`src/rtl/snn_weight_mem_if.sv`:
```
// Request/response bundle for the synaptic weight store: a valid/ready request
// channel and a single-cycle response pulse with no backpressure.
interface snn_weight_mem_if #(
  parameter int DATA_W  = 8,
  parameter int ADDR_W  = 4,
  parameter int DELTA_W = 5
);
  logic               req_valid;
  logic               req_ready;
  logic [1:0]         req_op;
  logic [ADDR_W-1:0]  req_addr;
  logic [DATA_W-1:0]  req_wdata;
  logic [DELTA_W-1:0] req_delta;
  logic               rsp_valid;
  logic [DATA_W-1:0]  rsp_data;
  logic               rsp_sat;
  logic               busy;

  modport master (
    output req_valid, req_op, req_addr, req_wdata, req_delta,
    input  req_ready, rsp_valid, rsp_data, rsp_sat, busy
  );

  modport slave (
    input  req_valid, req_op, req_addr, req_wdata, req_delta,
    output req_ready, rsp_valid, rsp_data, rsp_sat, busy
  );
endinterface

```
`src/rtl/snn_weight_mem.sv`:
```
// Synaptic weight store: single-cycle read/write, two-cycle saturating reward
// update and a DEPTH-cycle sequenced clear of every entry.
module snn_weight_mem #(
  parameter int DATA_W  = 8,
  parameter int ADDR_W  = 4,
  parameter int DELTA_W = 5
) (
  input  logic              clk,
  input  logic              rst_n,
  snn_weight_mem_if.slave   bus
);
  localparam int DEPTH = 1 << ADDR_W;
  localparam int SUM_W = DATA_W + 2;
  localparam int CNT_W = ADDR_W + 1;

  localparam logic [1:0] OP_READ  = 2'b00;
  localparam logic [1:0] OP_WRITE = 2'b01;
  localparam logic [1:0] OP_UPD   = 2'b10;
  localparam logic [1:0] OP_CLR   = 2'b11;

  typedef enum logic [1:0] {S_IDLE, S_UPD, S_CLR} state_e;

  state_e             state_q;
  logic [DATA_W-1:0]  mem_q [DEPTH];
  logic [ADDR_W-1:0]  upd_addr_q;
  logic [DATA_W-1:0]  upd_w_q;
  logic [DELTA_W-1:0] upd_delta_q;
  logic [CNT_W-1:0]   clr_cnt_q;
  logic               rsp_valid_q;
  logic [DATA_W-1:0]  rsp_data_q;
  logic               rsp_sat_q;

  logic [SUM_W-1:0]   upd_sum_d;
  logic               upd_neg_d;
  logic               upd_ovf_d;
  logic [DATA_W-1:0]  upd_res_d;

  // Sum is wide enough that the top bit is a reliable sign and bit DATA_W an overflow flag.
  always_comb begin
    upd_sum_d = {2'b00, upd_w_q}
              + {{(SUM_W-DELTA_W){upd_delta_q[DELTA_W-1]}}, upd_delta_q};
    upd_neg_d = upd_sum_d[SUM_W-1];
    upd_ovf_d = !upd_neg_d && upd_sum_d[DATA_W];
    upd_res_d = upd_sum_d[DATA_W-1:0];
    if (upd_neg_d)      upd_res_d = '0;
    else if (upd_ovf_d) upd_res_d = '1;
  end

  always_ff @(posedge clk or negedge rst_n) begin
    if (!rst_n) begin
      state_q     <= S_IDLE;
      for (int i = 0; i < DEPTH; i++) mem_q[i] <= '0;
      upd_addr_q  <= '0;
      upd_w_q     <= '0;
      upd_delta_q <= '0;
      clr_cnt_q   <= '0;
      rsp_valid_q <= 1'b0;
      rsp_data_q  <= '0;
      rsp_sat_q   <= 1'b0;
    end else begin
      rsp_valid_q <= 1'b0;
      rsp_sat_q   <= 1'b0;
      case (state_q)
        S_IDLE: begin
          if (bus.req_valid) begin
            case (bus.req_op)
              OP_READ: begin
                rsp_valid_q <= 1'b1;
                rsp_data_q  <= mem_q[bus.req_addr];
              end
              OP_WRITE: begin
                mem_q[bus.req_addr] <= bus.req_wdata;
                rsp_valid_q         <= 1'b1;
                rsp_data_q          <= bus.req_wdata;
              end
              OP_UPD: begin
                upd_addr_q  <= bus.req_addr;
                upd_w_q     <= mem_q[bus.req_addr];
                upd_delta_q <= bus.req_delta;
                state_q     <= S_UPD;
              end
              OP_CLR: begin
                clr_cnt_q <= '0;
                state_q   <= S_CLR;
              end
              default: ;
            endcase
          end
        end
        S_UPD: begin
          mem_q[upd_addr_q] <= upd_res_d;
          rsp_valid_q       <= 1'b1;
          rsp_data_q        <= upd_res_d;
          rsp_sat_q         <= upd_neg_d | upd_ovf_d;
          state_q           <= S_IDLE;
        end
        S_CLR: begin
          mem_q[clr_cnt_q[ADDR_W-1:0]] <= '0;
          clr_cnt_q                    <= clr_cnt_q + CNT_W'(1);
          if (clr_cnt_q == CNT_W'(DEPTH-1)) begin
            rsp_valid_q <= 1'b1;
            rsp_data_q  <= '0;
            state_q     <= S_IDLE;
          end
        end
        default: state_q <= S_IDLE;
      endcase
    end
  end

  assign bus.req_ready = (state_q == S_IDLE);
  assign bus.busy      = (state_q != S_IDLE);
  assign bus.rsp_valid = rsp_valid_q;
  assign bus.rsp_data  = rsp_data_q;
  assign bus.rsp_sat   = rsp_sat_q;
endmodule

```
`src/flat_wrapper.sv`:
```
// flat-port wrapper written by rule: the top's interface ports become plain ports
module snn_weight_mem_flat 
#(
  parameter int DATA_W  = 8,
  parameter int ADDR_W  = 4,
  parameter int DELTA_W = 5
)
  (clk, rst_n, bus_req_valid, bus_req_op, bus_req_addr, bus_req_wdata, bus_req_delta, bus_req_ready, bus_rsp_valid, bus_rsp_data, bus_rsp_sat, bus_busy);
  snn_weight_mem_if #(.DATA_W(DATA_W), .ADDR_W(ADDR_W), .DELTA_W(DELTA_W)) bus_i ();
  input  logic clk;
  input  logic rst_n;
  input wire logic [$bits(bus_i.req_valid)-1:0] bus_req_valid;
  input wire logic [$bits(bus_i.req_op)-1:0] bus_req_op;
  input wire logic [$bits(bus_i.req_addr)-1:0] bus_req_addr;
  input wire logic [$bits(bus_i.req_wdata)-1:0] bus_req_wdata;
  input wire logic [$bits(bus_i.req_delta)-1:0] bus_req_delta;
  output wire logic [$bits(bus_i.req_ready)-1:0] bus_req_ready;
  output wire logic [$bits(bus_i.rsp_valid)-1:0] bus_rsp_valid;
  output wire logic [$bits(bus_i.rsp_data)-1:0] bus_rsp_data;
  output wire logic [$bits(bus_i.rsp_sat)-1:0] bus_rsp_sat;
  output wire logic [$bits(bus_i.busy)-1:0] bus_busy;
  assign bus_i.req_valid = bus_req_valid;
  assign bus_i.req_op = bus_req_op;
  assign bus_i.req_addr = bus_req_addr;
  assign bus_i.req_wdata = bus_req_wdata;
  assign bus_i.req_delta = bus_req_delta;
  assign bus_req_ready = bus_i.req_ready;
  assign bus_rsp_valid = bus_i.rsp_valid;
  assign bus_rsp_data = bus_i.rsp_data;
  assign bus_rsp_sat = bus_i.rsp_sat;
  assign bus_busy = bus_i.busy;
  snn_weight_mem #(.DATA_W(DATA_W), .ADDR_W(ADDR_W), .DELTA_W(DELTA_W)) u_core (.clk(clk), .rst_n(rst_n), .bus(bus_i));
endmodule
```
`config.mk`:
```
export PLATFORM = sky130hd
export DESIGN_NAME = snn_weight_mem_flat
export DESIGN_NICKNAME = d
export VERILOG_FILES = /design/src/rtl/snn_weight_mem_if.sv /design/src/rtl/snn_weight_mem.sv /design/src/flat_wrapper.sv
export SDC_FILE = /design/constraint.sdc
export NUM_CORES = 1
export LEC_CHECK = 0
export BUFFER_PORTS_ARGS = -buffer_cell sky130_fd_sc_hd__buf_4
export CAP_MARGIN = 20
export CORE_ASPECT_RATIO = 0.9
export CORE_UTILIZATION = 40
export DETAILED_ROUTE_END_ITERATION = 10
export PLACE_DENSITY = 0.66
export SYNTH_ARGS = -nofsm -noshare
export SYNTH_HDL_FRONTEND = slang
export SYNTH_SLANG_ARGS = --single-unit
```
`constraint.sdc`:
```
create_clock -name clk -period 2.66 [get_ports clk]
set_clock_uncertainty 0.05 [all_clocks]
set_input_delay 0.665 -clock clk [delete_from_list [all_inputs] [get_ports clk]]
set_output_delay 0.665 -clock clk [all_outputs]
set_load 0.05 [all_outputs]
```
### Yosys cells after proc, flatten, opt, wreduce, memory -nomap -nowiden

Index checks and enable logic that the tools add are counted.
Widths: inputs -> output; s select.

| word-level totals | value |
|---|---|
| bits in registers | 162 |
| word-level logic and storage cells | 98 |

| operators by class | value |
|---|---|
| $add $sub $neg | 2 |
| order comparisons | 6 |
| equal/unequal tests | 12 |
| multiplexer cells | 32 |
| bitwise logic cells | 6 |
| reductions and logical operators | 16 |

Operators by type and width:

| operator | number |
|---|---|
| $pmux 128 s3 | 1 |
| $bwmux 128 | 2 |
| $mux 128 | 2 |
| $and 128x128->128 | 1 |
| $not 128->128 | 1 |
| $demux 8 s4 | 3 |
| $mux 8 | 9 |
| $bmux 8 s4 | 1 |
| $pmux 8 s3 | 1 |
| $pmux 8 s2 | 1 |
| $ge 5x5->1 const B | 3 |
| $lt 5x1->1 const B | 3 |
| $not 4->5 | 3 |
| $reduce_and 3->1 | 4 |
| $add 9x5->10 | 1 |
| $mux 5 | 2 |
| $pmux 5 s2 | 1 |
| $pmux 2 s2 | 2 |
| $eq 2x2->1 const B | 3 |
| $ne 2x1->1 const B | 3 |
| $ne 3x1->1 const B | 2 |
| $add 5x1->5 const B | 1 |
| $eq 5x4->1 const B | 1 |
| $eq 2x1->1 const B | 2 |
| 12 further kinds | 21 |

### Longest topological paths before layout

Gate-level depths: netlist of the first run.

| logic depth | value |
|---|---|
| depth after elaboration | 9 |
| depth in mapped cells | 11 |
| mapped depth without buffers | 7 |

### Worst setup path before layout of the first run

No wires, ideal clock.

| timing | value |
|---|---|
| kind | register to register |
| from | register u_core.state_q[0] |
| to | register (tool-made name) |
| library setup time | 0.126 ns |
| arrival time | 2.643 ns |
| data required time | 2.484 ns |
| slack | -0.159 ns |
| stages on the path, launching flop included | 10 |
| path buffers | 2 |
| clock period less this slack | 2.819 ns |
| cells stage by stage | dfrtp_1 inv_1 ha_1 buf_2 and4b_1 clkbuf_1 o22ai_1 or2_2 a21o_1 a221o_1 |

RTL lines:

| element | line | RTL |
|---|---|---|
| from (decl) | snn_weight_mem.sv:23 | `state_e state_q;` |
| from (signal assigned) | snn_weight_mem.sv:51 | `state_q <= S_IDLE;` |
| from (signal assigned) | snn_weight_mem.sv:80 | `state_q <= S_UPD;` |
| from (signal assigned) | snn_weight_mem.sv:84 | `state_q <= S_CLR;` |

==> results of run 1 <==
[synthesized netlist by cell type (all sizes together), types with 4 or more instances]
cell type,number
dfrtp,162
nor2,126
nand2,82
clkbuf,64
o32ai,64
o21ai,54
o221ai,49
a22oi,48
a221o,45
mux2i,36
o31ai,36
buf,33
mux4,32
mux2,29
o22ai,27
a21oi,19
a21o,18
ha,18
nor3,17
nor4,17
inv,16
or2,12
nand3,11
nor2b,11
and3b,8
and3,6
nor4bb,6
and4b,5
nand2b,5
nor3b,5
a221oi,4
a22o,4
a41oi,4
and2,4
nor4b,4
o21bai,4
[stage by stage]
| stage | setup TNS (ps) | worst slack, ps | instances |
|---|---|---|---|
| detailed placement | -3170 | -100 | 1541 |
| global placement | -38.7 | -5.66 | 1541 |
| CTS | -21.2 | -21.2 | 1573 |
| finish | -1030 | -73.0 | 1594 |
| floorplan | 0 | 11.9 | 1122 |
| global route | -9620 | -177 | 1594 |
[kinds of logic after synthesis]
| group | Yosys count | share of synthesized area (%) |
|---|---|---|
| xor+xnor | 5 | 0.395 |
| fa+ha+maj | 19 | 2.21 |
| flops | 162 | 36.5 |
| mux | 97 | 12.7 |
| compound gates | 396 | 28.9 |
| buf+inv | 113 | 4.49 |
| simple gates | 330 | 14.8 |
[path summary, 6_finish.rpt]
kind | end | slack (ps)
setup / recovery | flip-flop | -70
max in group asynchronous | asynchronous set/reset pin | 1760
hold reg to reg | u_core.upd_w_q[2] | 440
hold / removal | u_core.state_q[1] | 80
min in group clk | u_core.upd_delta_q[2] | 400
setup reg to reg | flip-flop | -70
[power by group through the flow]
stage | clock network [W] | registers (W) | logic, W
6_report | 0.00252 | 0.00436 | 0.0150
5_1_grt | 0.00262 | 0.00443 | 0.0156
4_1_cts | 0.00252 | 0.00425 | 0.0121
3_5_place_dp | 0 | 0.00427 | 0.0120
3_3_place_gp | 0 | 0.00424 | 0.0118
2_1_floorplan | 0 | 0.00416 | 0.00708
[routing by layer]
metal | track usage [%] | vias up
met2 | 40.6 | 808
met1 | 40.2 | 5479
li1 | - | 4699
met5 | 0 | -
met3 | 6.93 | 107
met4 | 10.5 | 0
[timing repair]
item	CTS	global route
endpoints found under the setup margin	112	125
gates cloned	0	10
buffers inserted	0	11
pin swaps	2	28
gates resized for setup	4	101
[cell type report]
type / count / share of cell area (%)
Multi-Input combinational cell: 850 / 51.1
Clock inverter: 13 / 0.911
Tap cell: 354 / 3.16
Sequential cell: 162 / 28.9
Inverter: 16 / 0.429
Timing Repair Buffer: 180 / 12.2
Clock buffer: 19 / 3.23
==> metrics.log, run 1 <==
[metrics] FF/Latch Area: around 0.0041 sq mm
[metrics] portion of the post-synthesis area used by sequential elements: a little over a third
[metrics] top routing layer in use: met4
[metrics] register bit total from synthesis: about 160
[metrics] total I/O pin count: 34
[metrics] Pwr Total: around 0.022 W
[metrics] Rows: 57
[metrics] Final Hold Slack: around 84 ps
[metrics] max incr delay on CP: around 500 ps
[metrics] Netlist cell types: 71
[metrics] total of endpoints with negative setup slack in the final report: 38
[metrics] CP Data Required Time: 2920 ps
[metrics] CP bufs+invs: 3
[metrics] multi-input logic area: ~0.0072 sq mm
[metrics] count of warnings emitted by yosys: 0
[metrics] antenna cell count: 0
[metrics] Slew Limit Headroom: roughly half
[metrics] final-report hold violation count: 0
[metrics] Crit Path Category: flip-flop to flip-flop
[metrics] CP Cell Sequence: ha_4 > buf_6 > o211ai_1 > o211ai_1 > buf_4 > o211ai_4 > clkbuf_16 > o32ai_1 > o221ai_1
[metrics] detailed-routed wire length on met3: between 5000 and 6000 microns
[metrics] setup repair after global routing missed its margin: true
[metrics] count of nets after finishing: between 1,000 and 1,500
[metrics] cell family with most CP delay: compound AO/OA/AOI/OAI gates
[metrics] largest area contributor in the synthesized netlist: sky130_fd_sc_hd__dfrtp_1
[metrics] clock latency reported for the late side of the worst-skew pair: roughly 450 ps
[metrics] Antenna Nets Post-Route: 0
[metrics] height of the chip: 160 microns
[metrics] leading post-synthesis cells by cell area: sky130_fd_sc_hd__dfrtp_1 (37%), sky130_fd_sc_hd__mux4_2 (6.5%), sky130_fd_sc_hd__o32ai_1 (5.1%)
[metrics] Placer Congestion: 0.917
[metrics] combined global-route utilization of all metal layers: ~28%
[metrics] fin worst setup slack: -73.0 ps
[metrics] die boundary width: around 180 microns
[metrics] cell area after technology mapping: between 0.01 and 0.015 sq mm
[metrics] hold buffer count at CTS: 0
[metrics] WL final: between 40,000 and 50,000 microns
[metrics] clock transition at the registers of the reported paths: 70 ps
[metrics] count of flip-flops with a built-in enable after synthesis: 0
[metrics] kind of start point of the critical path: flip-flop
[metrics] highest fanout seen on the critical path: 8
[metrics] port bufs: 33
[metrics] number of max-cap violations: 0
[metrics] violated checks: negative setup slack
[metrics] detailed-routing iteration count for the pre-antenna-repair pass: 6
[metrics] mean area per synthesized cell: a little under 10 sq um
[metrics] leakage power: roughly 5.5 nW
[metrics] fraction of registers with async set or reset after synthesis: between 90% and 100%
[metrics] DRC: 0
[metrics] clock share of power: 11.5%
[metrics] power spent charging and discharging nets: ~0.011 W
[metrics] half-perimeter wire length after placement: roughly 27,000 microns
[metrics] syn_nets: roughly 1,200
[metrics] maximum clock insertion buffer count: 2
[metrics] kind of end point of the critical path: flip-flop
[metrics] logic depth of the worst register-to-register path: 9
[metrics] fin area: 0.0140 sq mm
[metrics] number of instances in the synthesized netlist: between 1,000 and 1,500
[metrics] via count of the first global-routing pass: around 10,000
[metrics] worst endpoint data arrival time: 2990 ps
[metrics] fraction of power spent switching nets: around 51%
[metrics] most frequent cells in the layout: sky130_fd_sc_hd__dfrtp_1 (161), sky130_fd_sc_hd__buf_4 (145), sky130_fd_sc_hd__nor2_1 (124)
[metrics] post-place instance area: 0.0126 sq mm
[metrics] cell type with the highest occurrence count on the critical path: sky130_fd_sc_hd__o211ai_1
[metrics] Tcrit/Tclk final: 103%
[metrics] Syn-to-layout area delta: 26.3%
[metrics] area inside the core boundary: around 0.027 sq mm
[metrics] post-layout min period: 2730 ps
[metrics] initial core utilization: between 40% and 50%
[metrics] worst slew pin tran: approximately 740 ps
[metrics] detail-routed net length per standard cell: 26.3 microns
[metrics] max-slew violation count: 0
[metrics] Reg2Reg Launch Point: u_core.upd_delta_q[4]
[metrics] register share of total power: between 10% and 20%
[metrics] number of inserted filler cells in the final layout: 2,369
[metrics] clk sink count: 162
[metrics] pin count of the biggest net entering global routing: 47
[metrics] maximum operating frequency: between 300 and 400 MHz
[metrics] routed metal-1 wire length: about 18,000 microns
[metrics] share of the synthesized area in the top cell type: a little over a third
[metrics] Comb power frac: approximately two thirds
[metrics] top flip-flop cell by instance count after synthesis: sky130_fd_sc_hd__dfrtp_1
[metrics] count of vias placed by the detailed router: about 11,000
[metrics] vias per cell: 6.96
[metrics] fraction of final layout cells sized beyond drive strength 1: a little under a third
[metrics] CTS Root Buffer Type: sky130_fd_sc_hd__clkbuf_16
[metrics] worst min-delay path class: input port to asynchronous set/reset pin
[metrics] clock tree from TritonCTS: built
[metrics] die area: around 0.028 sq mm
[metrics] wire length of the first global-routing pass: ~61,000 microns
[metrics] wire length on met2: 17,700 microns
[metrics] number of buffers created by CTS: 17
[metrics] pwr dens: approximately 1600 mW/mm^2
[metrics] violation count after the first detailed-routing iteration: 1,477
[metrics] Worst setup startpoint: u_core.upd_delta_q[4]
[metrics] Worst path slowest cell: sky130_fd_sc_hd__dfrtp_2
[metrics] number of antenna violations at the first check in global routing: 0
[metrics] overflow left after global routing: 0
[metrics] status: complete, but fails checks
[metrics] most common cell after layout, fill and taps aside: sky130_fd_sc_hd__dfrtp_1
[metrics] cell-internal power: about 0.011 W
[metrics] critical path depth: 9
[metrics] core utilization of the finished layout: about half
[metrics] Peak supply drop: 1.31 mV
[metrics] maximum level of the CTS H-tree: 4
Power figures use the tool's default switching activity.
==> run 2, diff against run 1 <==
--- a/config.mk
+++ b/config.mk
@@ -9,6 +9,7 @@
 export CAP_MARGIN = 20
 export CORE_ASPECT_RATIO = 0.9
 export CORE_UTILIZATION = 40
+export CTS_BUF_LIST = sky130_fd_sc_hd__clkbuf_8
 export DETAILED_ROUTE_END_ITERATION = 10
 export PLACE_DENSITY = 0.66
 export SYNTH_ARGS = -nofsm -noshare
==> metrics.log, run 2 (same netlist as run 1, synthesis figures left out) <==
[metrics] Peak supply drop: 1.28 mV
[metrics] overflow left after global routing: 0
[metrics] count of nets after finishing: around 1,300
[metrics] kind of end point of the critical path: flip-flop
[metrics] maximum clock insertion buffer count: 2
[metrics] worst slew pin tran: 750 ps
[metrics] worst min-delay path class: input port to asynchronous set/reset pin
[metrics] kind of start point of the critical path: flip-flop
[metrics] most frequent cells in the layout: sky130_fd_sc_hd__dfrtp_1 (161), sky130_fd_sc_hd__buf_4 (149), sky130_fd_sc_hd__nor2_1 (123)
[metrics] critical path depth: 9
[metrics] violation count after the first detailed-routing iteration: around 1,400
[metrics] maximum operating frequency: 364 MHz
[metrics] total of endpoints with negative setup slack in the final report: 48
[metrics] WL final: approximately 42,000 microns
[metrics] height of the chip: 160 microns
[metrics] CTS Root Buffer Type: sky130_fd_sc_hd__clkbuf_8
[metrics] fin area: 0.0140 sq mm
[metrics] final-report hold violation count: 0
[metrics] half-perimeter wire length after placement: roughly 27,000 microns
[metrics] number of antenna violations at the first check in global routing: 0
[metrics] via count of the first global-routing pass: roughly 10,000
[metrics] detailed-routing iteration count for the pre-antenna-repair pass: 6
[metrics] violated checks: negative setup slack
[metrics] Final Hold Slack: between 20 and 30 ps
[metrics] CP bufs+invs: 2
[metrics] vias per cell: a little under 7
[metrics] clock latency reported for the late side of the worst-skew pair: roughly 500 ps
[metrics] core utilization of the finished layout: 51.8%
[metrics] max-slew violation count: 0
[metrics] worst endpoint data arrival time: about 3100 ps
[metrics] total I/O pin count: 34
[metrics] Pwr Total: about 0.022 W
[metrics] number of buffers created by CTS: 17
[metrics] wire length of the first global-routing pass: roughly 60,000 microns
[metrics] status: complete, but fails checks
[metrics] post-layout min period: roughly 2700 ps
[metrics] Slew Limit Headroom: 49.9%
[metrics] clock transition at the registers of the reported paths: around 100 ps
[metrics] Reg2Reg Launch Point: u_core.upd_w_q[0]
[metrics] Tcrit/Tclk final: 103%
[metrics] port bufs: 33
[metrics] combined global-route utilization of all metal layers: ~28%
[metrics] number of inserted filler cells in the final layout: 2,405
[metrics] most common cell after layout, fill and taps aside: sky130_fd_sc_hd__dfrtp_1
[metrics] Syn-to-layout area delta: 26.5%
[metrics] fin worst setup slack: -85.0 ps
[metrics] pin count of the biggest net entering global routing: 47
[metrics] initial core utilization: between 40% and 50%
[metrics] Rows: 57
[metrics] max incr delay on CP: around 400 ps
[metrics] Antenna Nets Post-Route: 0
[metrics] detail-routed net length per standard cell: around 26 microns
[metrics] die boundary width: 178 microns
[metrics] post-place instance area: around 0.013 sq mm
[metrics] leakage power: ~5.4 nW
[metrics] CP Cell Sequence: ha_2 > fa_2 > a211oi_2 > o211a_1 > o211ai_4 > buf_6 > o22a_1 > buf_12 > a221o_1
[metrics] clk sink count: around 160
[metrics] Placer Congestion: 0.917
[metrics] number of max-cap violations: 0
[metrics] count of vias placed by the detailed router: ~11,000
[metrics] area inside the core boundary: about 0.027 sq mm
[metrics] die area: 0.0284 sq mm
[metrics] maximum level of the CTS H-tree: 4
[metrics] pwr dens: 1540 mW/mm^2
[metrics] highest fanout seen on the critical path: 15
[metrics] reg-to-reg slack, setup: -90 ps
[metrics] Worst path slowest cell: sky130_fd_sc_hd__dfrtp_1
[metrics] clock tree from TritonCTS: built
[metrics] logic depth of the worst register-to-register path: 9
[metrics] Crit Path Category: flip-flop to flip-flop
[metrics] CP Data Required Time: ~3000 ps
[metrics] fraction of final layout cells sized beyond drive strength 1: roughly a third
[metrics] DRC: 0
[metrics] cell family with most CP delay: compound AO/OA/AOI/OAI gates
[metrics] setup repair after global routing missed its margin: true
[metrics] antenna cell count: 0
## run 2: cell types whose count changed in the layout (fill, tap and decap cells not counted), moves of 7 or more
cell	change
sky130_fd_sc_hd__o32ai_1	-7
sky130_fd_sc_hd__clkbuf_8	+17
sky130_fd_sc_hd__o221ai_2	+7
sky130_fd_sc_hd__o221ai_1	-7
sky130_fd_sc_hd__clkbuf_16	-15
## run 2: report_power, final
| part | switching [W] | internal (W) | total (W) |
|---|---|---|---|
| combinational | 0.00932 | 0.00607 | 0.0154 |
| sequential | 0.000934 | 0.00342 | 0.00436 |
| clock | 0.00108 | 0.000804 | 0.00188 |
## run 2: cell type report
type | instances | area, sq um | area share (%)
Clock inverter | 13 | 128 | 0.909
Inverter | 16 | 60.1 | 0.428
Multi-Input combinational cell | 848 | 7290 | 51.9
Tap cell | 354 | 443 | 3.16
Timing Repair Buffer | 185 | 1800 | 12.8
Clock buffer | 19 | 262 | 1.86
Sequential cell | 162 | 4060 | 28.9
## run 2: stage by stage
stage	setup WS, ps	std cells	TNS [ps]
after detailed placement	-100	1541	-3170
after CTS	3.89	1575	0
final	-85.0	1597	-1460
after floorplan	11.9	1122	0
after global placement	-5.66	1541	-38.7
after global routing	-207	1597	-14580
## run 2: worst max path at each step
stage                               start   endpoint  slack (ps)
floorplan               u_core.state_q[0]  flip-flop          10
global placement    u_core.upd_delta_q[0]  flip-flop          -6
detailed placement  u_core.upd_delta_q[0]  flip-flop        -100
CTS                 u_core.upd_delta_q[4]  flip-flop           4
global route        u_core.upd_delta_q[0]  flip-flop        -210
finish                  u_core.upd_w_q[0]  flip-flop         -90
## run 2: routing by layer
layer  part of all wire (%)  GRT usage, %  wire [microns]  vias to the layer above
li1                       -             -               -                     4709
met1                     42          40.5           17600                     5503
met2                     43          40.0           17900                      754
met3                     12          6.10            4830                      122
met4                    3.9          11.6            1640                        0
met5                      0             0               0                        -
## run 2: what timing repair did
action | 4_1_cts | 5_1_grt
gates resized for setup | 4 | 117
pin swaps | 1 | 56
hold endpoints to repair | 0 | 0
hold buffers | 0 | 0
cloned | 0 | 11
endpoints found under the setup margin | 106 | 120
setup buffers | 2 | 11
==> run 3, diff against run 2 <==
--- a/config.mk
+++ b/config.mk
@@ -12,6 +12,7 @@
 export CTS_BUF_LIST = sky130_fd_sc_hd__clkbuf_8
 export DETAILED_ROUTE_END_ITERATION = 10
 export PLACE_DENSITY = 0.66
+export SKIP_CTS_REPAIR_TIMING = 1
 export SYNTH_ARGS = -nofsm -noshare
 export SYNTH_HDL_FRONTEND = slang
 export SYNTH_SLANG_ARGS = --single-unit
==> metrics.log, run 3 (same netlist as run 1, synthesis figures left out) <==
[metrics] Top Usage Layer GRT: met1
[metrics] detail-routed net length per standard cell: 25.9 microns
[metrics] Placer Congestion: 0.917
[metrics] Peak supply drop: 1.20 mV
[metrics] status: complete, but fails checks
[metrics] number of max-cap violations: 0
[metrics] kind of end point of the critical path: flip-flop
[metrics] worst slew pin tran: between 600 and 700 ps
[metrics] Fin Setup TNS: -228 ps
[metrics] highest fanout seen on the critical path: 18
[metrics] half-perimeter wire length after placement: 27,300 microns
[metrics] Finished Layout Cells: around 1,600
[metrics] Pwr Total: between 0.02 and 0.025 W
[metrics] count of vias placed by the detailed router: 11,000
[metrics] kind of start point of the critical path: flip-flop
[metrics] maximum level of the CTS H-tree: 4
[metrics] die area: about 0.028 sq mm
[metrics] fraction of final layout cells sized beyond drive strength 1: 30.7%
[metrics] Tcrit/Tclk final: 103%
[metrics] max-slew violation count: 0
[metrics] clock latency reported for the late side of the worst-skew pair: 500 ps
[metrics] number of antenna violations at the first check in global routing: 0
[metrics] count of nets after finishing: 1,261
[metrics] Final Hold Slack: approximately 30 ps
[metrics] Slew Limit Headroom: a little under three fifths
[metrics] total of endpoints with negative setup slack in the final report: 8
[metrics] port bufs: 33
[metrics] dpl cells: between 1,500 and 2,000
[metrics] multi-input logic area: about 0.0071 sq mm
[metrics] CTS Root Buffer Type: sky130_fd_sc_hd__clkbuf_8
[metrics] wire length of the first global-routing pass: around 60,000 microns
[metrics] FF/Latch Area: 0.00406 sq mm
[metrics] area inside the core boundary: between 0.02 and 0.03 sq mm
[metrics] fin worst setup slack: -69.2 ps
[metrics] clk sink count: 162
[metrics] combined global-route utilization of all metal layers: 27.9%
[metrics] Crit Path Category: flip-flop to flip-flop
[metrics] pwr dens: around 1500 mW/mm^2
[metrics] maximum clock insertion buffer count: 2
[metrics] violation count after the first detailed-routing iteration: ~1,400
[metrics] clock transition at the registers of the reported paths: 100 ps
[metrics] worst endpoint data arrival time: approximately 3000 ps
[metrics] most common cell after layout, fill and taps aside: sky130_fd_sc_hd__dfrtp_1
[metrics] Antenna Nets Post-Route: 0
[metrics] logic depth of the worst register-to-register path: 9
[metrics] met2 track demand over resource in global routing: between 30 and 40%
[metrics] maximum operating frequency: about 370 MHz
[metrics] setup repair after global routing missed its margin: true
[metrics] global routing met1 resource utilization: 40.4%
[metrics] met3 global-route usage: roughly 6%
[metrics] pin count of the biggest net entering global routing: between 40 and 50
[metrics] number of buffers created by CTS: 17
[metrics] reg-to-reg slack, setup: -70 ps
[metrics] Syn-to-layout area delta: 24.1%
[metrics] leakage power: about 5.4 nW
[metrics] detailed-routing iteration count for the pre-antenna-repair pass: 9
[metrics] final-report hold violation count: 0
[metrics] dpl ws: -100 ps
[metrics] height of the chip: 160 microns
[metrics] number of inserted filler cells in the final layout: 2,426
[metrics] total I/O pin count: 34
[metrics] vias per cell: 6.90
[metrics] antenna cell count: 0
[metrics] CP Data Required Time: roughly 3000 ps
[metrics] die boundary width: roughly 180 microns
[metrics] WL final: ~40,000 microns
[metrics] Rows: 57
[metrics] DRC: 0
[metrics] initial core utilization: between 40% and 50%
[metrics] worst min-delay path class: input port to asynchronous set/reset pin
[metrics] post-layout min period: ~2700 ps
[metrics] most frequent cells in the layout: sky130_fd_sc_hd__dfrtp_1 (161), sky130_fd_sc_hd__buf_4 (141), sky130_fd_sc_hd__nor2_1 (125)
[metrics] Reg2Reg Launch Point: u_core.upd_w_q[0]
[metrics] clock tree from TritonCTS: built
[metrics] via count of the first global-routing pass: slightly above 10,000
[metrics] overflow left after global routing: 0
[metrics] violated checks: negative setup slack
-- run 3: cell count changes in the layout (fill, tap and decap cells not counted), sizes merged --
cell	change
clkbuf	-1
buf	-9
-- run 3: worst max path at each step --
| stage | start | to | slack (ps) | cells past startpoint |
|---|---|---|---|---|
| finish | u_core.upd_w_q[0] | flip-flop | -70 | 9 |
| global route | u_core.upd_delta_q[0] | flip-flop | -160 | 9 |
| CTS | u_core.upd_delta_q[0] | flip-flop | -120 | 8 |
| detailed placement | u_core.upd_delta_q[0] | flip-flop | -100 | 8 |
| global placement | u_core.upd_delta_q[0] | flip-flop | -6 | 8 |
| floorplan | u_core.state_q[0] | flip-flop | 10 | 9 |
-- run 3: layout make-up --
cell class	count	area share, %
flip-flops and latches	162	29.5
clock buffers	19	1.90
clock inverters	13	0.927
multi-input cells	848	51.8
repair buffers	175	12.3
inverters	16	0.436
well taps	354	3.22
-- run 3: critical path, stage by stage, from the launching register on --
cell and delay (ps):
sky130_fd_sc_hd__dfrtp_1 420, sky130_fd_sc_hd__ha_4 180, sky130_fd_sc_hd__fa_2 370, sky130_fd_sc_hd__a211oi_2 250
sky130_fd_sc_hd__o211a_1 300, sky130_fd_sc_hd__o211ai_4 130, sky130_fd_sc_hd__buf_12 180, sky130_fd_sc_hd__buf_12 160
sky130_fd_sc_hd__nor4_1 420, sky130_fd_sc_hd__o31ai_2 110
-- run 3: layer usage --
metal  wire length, microns  vias up
met2                  17600      711
li1                       -     4689
met3                   4570       99
met4                   1410        0
met1                  17400     5457
met5                      0        -
-- run 3: power breakdown --
part | switching [W] | internal (W) | total (W)
registers | 0.000922 | 0.00342 | 0.00434
clock network | 0.00108 | 0.000804 | 0.00188
logic | 0.00886 | 0.00573 | 0.0146
-- run 3: through the flow --
| stage | area [sq um] | utilization, % |
|---|---|---|
| after floorplan | 11100 | - |
| after global placement | 12600 | 46.5 |
| after detailed placement | 12600 | 46.5 |
| after CTS | 13000 | 47.9 |
| after global routing | 13800 | 50.8 |
| final | 13800 | 50.8 |
